File: config.mk
export PLATFORM = sky130hd
export DESIGN_NAME = regfile_param_seqclr
export DESIGN_NICKNAME = d
export VERILOG_FILES = /design/src/rtl/regfile_param_seqclr.sv
export SDC_FILE = /design/constraint.sdc
export NUM_CORES = 1
export LEC_CHECK = 0
export BUFFER_PORTS_ARGS = -buffer_cell sky130_fd_sc_hd__buf_2
export CAP_MARGIN = 0
export CORE_MARGIN = 2
export CORE_UTILIZATION = 40
export CTS_CLUSTER_DIAMETER = 50
export CTS_CLUSTER_SIZE = 28
export DETAILED_ROUTE_END_ITERATION = 10
export GPL_ROUTABILITY_DRIVEN = 0
export PLACE_DENSITY_LB_ADDON = 0.25
export SLEW_MARGIN = 40
export SYNTH_ARGS = -nofsm -noshare
export SYNTH_HDL_FRONTEND = slang
export SYNTH_SLANG_ARGS = --single-unit
File: constraint.sdc
create_clock -name CLK -period 7.3 [get_ports CLK]
set_clock_uncertainty 0.05 [all_clocks]
set_input_delay 1.825 -clock CLK [delete_from_list [all_inputs] [get_ports CLK]]
set_output_delay 1.825 -clock CLK [all_outputs]
set_load 0.02 [all_outputs]
File: src/rtl/regfile_param_seqclr.sv
// ---------------------------------------------------------------------------
// regfile_param_seqclr
//   Parametrised 2-read / 1-write register file for a single-cycle MIPS
//   datapath. The storage array has no reset so it can map onto distributed
//   RAM. Zeroing is done by an internal clear sequencer that wipes one entry
//   per cycle after reset or after a clr request. While the clear runs, busy
//   is high, reads return 0 and writes are dropped (reported on wr_dropped).
//
// Parameters
//   DATA_W    data width of each register
//   ADDR_W    address width
//   NUM_REGS  number of entries, 2 <= NUM_REGS <= 2**ADDR_W
//   ZERO_REG  1: entry 0 always reads 0 and ignores writes
//
// Ports
//   CLK         in   clock, all state updates on posedge
//   reset       in   synchronous active-high reset (starts a full clear)
//   clr         in   full-clear request, sampled only when idle
//   A1 / RD1    in/out  read port 1 (combinational read)
//   A2 / RD2    in/out  read port 2 (combinational read)
//   A3/WD3/WE3  in   write port (write lands at posedge)
//   busy        out  clear in progress; this is the FSM state bit itself
//   wr_dropped  out  registered 1-cycle pulse: write attempted while busy
//
// Handshake: there is no valid/ready pair. The control unit must treat busy
//   as "not ready": any WE3 presented while busy=1 is discarded and flagged
//   on wr_dropped the following cycle; reads while busy=1 return 0.
//
// Build option
//   REGFILE_BYPASS_EN  when defined, a read whose address matches an
//   accepted write in the same cycle returns WD3 (write-through forwarding).
//   When undefined there is no combinational path from the write port to
//   the read data.
// ---------------------------------------------------------------------------
module regfile_param_seqclr #(
  parameter int DATA_W   = 32,
  parameter int ADDR_W   = 5,
  parameter int NUM_REGS = 1 << ADDR_W,
  parameter bit ZERO_REG = 1'b1
) (
  input  logic              CLK,
  input  logic              reset,
  input  logic              clr,
  input  logic [ADDR_W-1:0] A1,
  input  logic [ADDR_W-1:0] A2,
  output logic [DATA_W-1:0] RD1,
  output logic [DATA_W-1:0] RD2,
  input  logic [ADDR_W-1:0] A3,
  input  logic [DATA_W-1:0] WD3,
  input  logic              WE3,
  output logic              busy,
  output logic              wr_dropped
);

  localparam logic [0:0] ST_IDLE  = 1'b0;
  localparam logic [0:0] ST_CLEAR = 1'b1;

  // One extra bit so NUM_REGS == 2**ADDR_W is representable for the
  // out-of-range comparisons.
  localparam logic [ADDR_W:0]   LP_NUM_REGS = (ADDR_W+1)'(NUM_REGS);
  localparam logic [ADDR_W-1:0] LP_LAST     = ADDR_W'(NUM_REGS - 1);

  logic [0:0]        r_state;
  logic [ADDR_W-1:0] r_ptr;
  logic              r_wr_dropped;
  logic [DATA_W-1:0] r_mem [NUM_REGS];

  logic w_idle;
  logic w_a1_ok;
  logic w_a2_ok;
  logic w_a3_ok;
  logic w_wr_en;
  logic w_byp1;
  logic w_byp2;

  assign w_idle = (r_state == ST_IDLE);

  // An address is "live" when it is inside the array and is not the
  // hardwired zero register.
  assign w_a1_ok = ({1'b0, A1} < LP_NUM_REGS) && !(ZERO_REG && (A1 == '0));
  assign w_a2_ok = ({1'b0, A2} < LP_NUM_REGS) && !(ZERO_REG && (A2 == '0));
  assign w_a3_ok = ({1'b0, A3} < LP_NUM_REGS) && !(ZERO_REG && (A3 == '0));

  // Accepted write: idle, enabled and targeting a live entry.
  assign w_wr_en = w_idle && WE3 && w_a3_ok;

`ifdef REGFILE_BYPASS_EN
  assign w_byp1 = w_wr_en && (A3 == A1);
  assign w_byp2 = w_wr_en && (A3 == A2);
`else
  assign w_byp1 = 1'b0;
  assign w_byp2 = 1'b0;
`endif

  // Clear sequencer. Reset (re)starts the clear at entry 0 and holds the
  // pointer there for as long as it is asserted; the array itself is not
  // touched in a reset cycle.
  always_ff @(posedge CLK) begin
    if (reset) begin
      r_state      <= ST_CLEAR;
      r_ptr        <= '0;
      r_wr_dropped <= 1'b0;
    end else begin
      r_wr_dropped <= (r_state == ST_CLEAR) && WE3;
      case (r_state)
        ST_IDLE: begin
          if (clr) begin
            r_state <= ST_CLEAR;
            r_ptr   <= '0;
          end
        end
        ST_CLEAR: begin
          // Stop on the last entry instead of incrementing, so the pointer
          // never walks past NUM_REGS-1 even when NUM_REGS == 2**ADDR_W.
          if (r_ptr == LP_LAST) begin
            r_state <= ST_IDLE;
            r_ptr   <= '0;
          end else begin
            r_ptr <= r_ptr + 1'b1;
          end
        end
        default: begin
          r_state <= ST_CLEAR;
          r_ptr   <= '0;
        end
      endcase
    end
  end

  // Storage array, no reset. A write coinciding with clr is still
  // performed (the state is still idle in that cycle) and is then wiped
  // by the clear that follows.
  always_ff @(posedge CLK) begin
    if (!reset) begin
      if (r_state == ST_CLEAR) begin
        r_mem[r_ptr] <= '0;
      end else if (w_wr_en) begin
        r_mem[A3] <= WD3;
      end
    end
  end

  // Read ports: busy / zero register / out of range all force 0.
  always_comb begin
    RD1 = '0;
    if (w_idle && w_a1_ok) begin
      if (w_byp1) begin
        RD1 = WD3;
      end else begin
        RD1 = r_mem[A1];
      end
    end
  end

  always_comb begin
    RD2 = '0;
    if (w_idle && w_a2_ok) begin
      if (w_byp2) begin
        RD2 = WD3;
      end else begin
        RD2 = r_mem[A2];
      end
    end
  end

  assign busy       = (r_state == ST_CLEAR);
  assign wr_dropped = r_wr_dropped;

endmodule

==> impl_metrics.csv <==
group,metric,value,unit
run_status,status,"finished, final reports clean",
pwr,sequentialPowerShare,50.4,%
min_path,hp-class,"reg -> reg",
timing,slew_headroom,37.5,%
timing,setup_slack,888,ps
pwr,p_int,0.00981,W
synthesis,syn_nets,2978,
pwr,p_per_area,232,nW/um^2
detailed_routing,detail_route.vias_per_cell,6.60,
final_layout,fin_util,46.0,%
synthesis,synth_edf_count,1024,
synthesis,syn_area,48500,sq um
timing,tightest_slew,937,ps
cts,clock-sinks,1031,
floorplan,dieArea,124000,sq um
synthesis,synth-seq-cells,1031,
synthesis,ys.flop_type,"edfxtp_1",
cts,root_buffer,"clkbuf_16",
cts,clkTransAtPathRegs,60,ps
grt,grt_pass1_wl,231000,um
pwr,power_frac_comb,5.9,%
final_layout,layout_commonest_cell,"edfxtp_1",
final_layout,areaGrowthSynthToFinish,14.1,%
critical_path,required,5430,ps
synthesis,synth_cells,2925,
synthesis,synth_cell_types,52,
critical_path,critPathMaxFanout,100,
detailed_routing,drc,0,
final_layout,final_cell_mix,"edfxtp_1 (1,024), mux2i_1 (260), mux4_2 (252), mux2_2 (195), a22oi_1 (166)",
synthesis,yosysSeqAreaShare,63.7,%
critical_path,cp-start-kind,"input port",
grt,gr-usage-all-layers,25.9,%
cts,clk_latency,670,ps
detailed_routing,drt-wirelength-per-cell,34.9,um
grt,grt_pass1_vias,31124,
pwr,p_sw,0.00300,W
pwr,peakVddDrop,181,uV
synthesis,async_flop_share,0,%
timing,period_share,87.8,%
timing,finalHoldViolCount,0,
detailed_routing,dr.pass1.iters,5,
final_layout,multi_input_area,16900,sq um
detailed_routing,drtIter0Drc,4190,
pwr,pwr-share-clk,43.7,%
floorplan,start_util,40.3,%
grt,antenna_found_initial,3,
cts,cts_setup_buffers,0,
detailed_routing,ant_nets,0,
final_layout,layout.nets,3086,
placement,dp_hpwl,99600,um
timing,drv_slew,0,
cts,htree_levels,3,
synthesis,ys_warn_count,0,
timing,max_freq,156,MHz
final_layout,final_layout_size_suffix_gt1_share,31.1,%
pwr,p_sw_share,23.4,%
cts,numCtsBuffers,102,
floorplan,coreArea,120000,sq um
cts,cts_tree,"yes",
final_layout,final.fill_count,10278,
critical_path,crit_type,"in -> out",
grt,grt_max_degree,101,
cts,ctsHoldBuffers,0,
floorplan,pin_count,117,
critical_path,cp-end-kind,"output pin",
pwr,p_leak,19.2,nW
critical_path,cp.arrival,4540,ps
synthesis,syn_avg_cell_area,16.6,sq um
floorplan,die-width,352,um
timing,rsz0062_at_grt,"false",
placement,numPortBuffers,116,
timing,setup_viol,0,
cts,post_cts_resized,0,
placement,dpl_worst_slack,896,ps
final_layout,seq_area,30900,sq um
detailed_routing,dr_total_vias,31266,
cts,clk_path_buf_depth,3,
grt,grt_overflow_total,0,
floorplan,die_h,352,um
timing,setup_tns,0,ps
run,maxCapViolations,0,
detailed_routing,routed_wirelength,165000,um
floorplan,fp-row-count,127,
timing,period_minus_slack,6410,ps
==> Yosys cell counts (3+ instances only) <==
library cell  number  area share, %
nor2_1            32           0.25
nand4_1           65           0.84
nor4b_1            5          0.090
nor4_1             3          0.039
edfxtp_1        1024             63
or3_1             32           0.41
and2_1            37           0.48
nand2_1           69           0.53
nor3b_1            4          0.062
o31a_1            32           0.58
dfxtp_1            7           0.29
a21oi_1            8          0.083
nor4bb_1           3          0.062
a22o_1            33           0.60
mux2_2           195            4.5
a211oi_1          65            1.0
and3_1             3          0.039
nand3_1           95           0.98
buf_1             13           0.10
nand2b_1           5          0.065
inv_1              6          0.046
a22oi_1          166            2.6
mux2i_1          260            5.4
nor2b_1           70           0.90
a31oi_1           36           0.46
o21ai_0           64           0.66
clkbuf_1         108           0.84
buf_4             29           0.45
buf_2             82           0.85
mux4_2           252             12
nor3_1            25           0.26
o22ai_1           66           0.85
==> power by group through the flow <==
stage          Clock [W]  Sequential [W]  Combinational [W]
2_1_floorplan          0         0.00658           0.000492
3_5_place_dp           0         0.00658           0.000740
4_1_cts          0.00566         0.00645           0.000742
3_3_place_gp           0         0.00658           0.000728
6_report         0.00561         0.00645           0.000754
5_1_grt          0.00586         0.00645           0.000776
==> cell families (layout without fill, tap and decap cells) <==
kind of cell	after synthesis	after routing	share of synthesized area, %
AOI/OAI and AO/OA	480	480	6.97
adders and majority gates	2	2	0.0516
buffers and inverters	242	435	2.36
other	0	4	0
and+or+nand+nor	463	463	5.28
DFF	1031	1031	63.7
muxes	707	707	21.6
==> final cells by class <==
cell class                      count  share of cell area [%]
Antenna cell                        4                  0.0181
Clock buffer                      110                    4.79
Clock inverter                     79                    1.70
Inverter                            6                  0.0407
Multi-Input combinational cell   1652                    30.5
Sequential cell                  1031                    55.9
Tap cell                         1612                    3.65
Timing Repair Buffer              240                    3.39
==> final timing paths <==
check                           cells past startpoint  startpoint  slack [ps]             to
worst max register to register                      5        busy        3790  r_mem[22][27]
worst min register to register                      2    r_ptr[1]         520       r_ptr[3]
worst max-delay path                                6       A2[2]         890        RD2[19]
worst min-delay path                                2    r_ptr[1]         520       r_ptr[3]
==> flip-flops by register name (all words and copies together) (netlist names) <==
register    flops
r_mem        1024
r_ptr           5
wr_dropped      1
busy            1
==> critical path, cell delays in order <==
cell and delay, ps:
buf_8 540, nand2b_2 740, o22ai_1 410, o31a_1 210, nand4_1 350, buf_2 310
==> per-stage QoR <==
stage	cell area, sq um	power, W	hold slack [ps]	cells
final	55300	0.0128	520	4734
after floorplan	48500	0.00707	454	2925
after CTS	55200	0.0129	518	4729
after global placement	51500	0.00731	494	4535
after global routing	55300	0.0131	573	4730
after detailed placement	51700	0.00732	508	4540
==> metal layers <==
layer	vias up	track usage [%]	wire [um]
li1	12413	-	-
met1	16535	35.2	65200
met2	1973	41.9	78300
met3	343	3.81	15100
met4	2	10.9	6790
met5	-	0	13
Power figures use the tool's default switching activity.
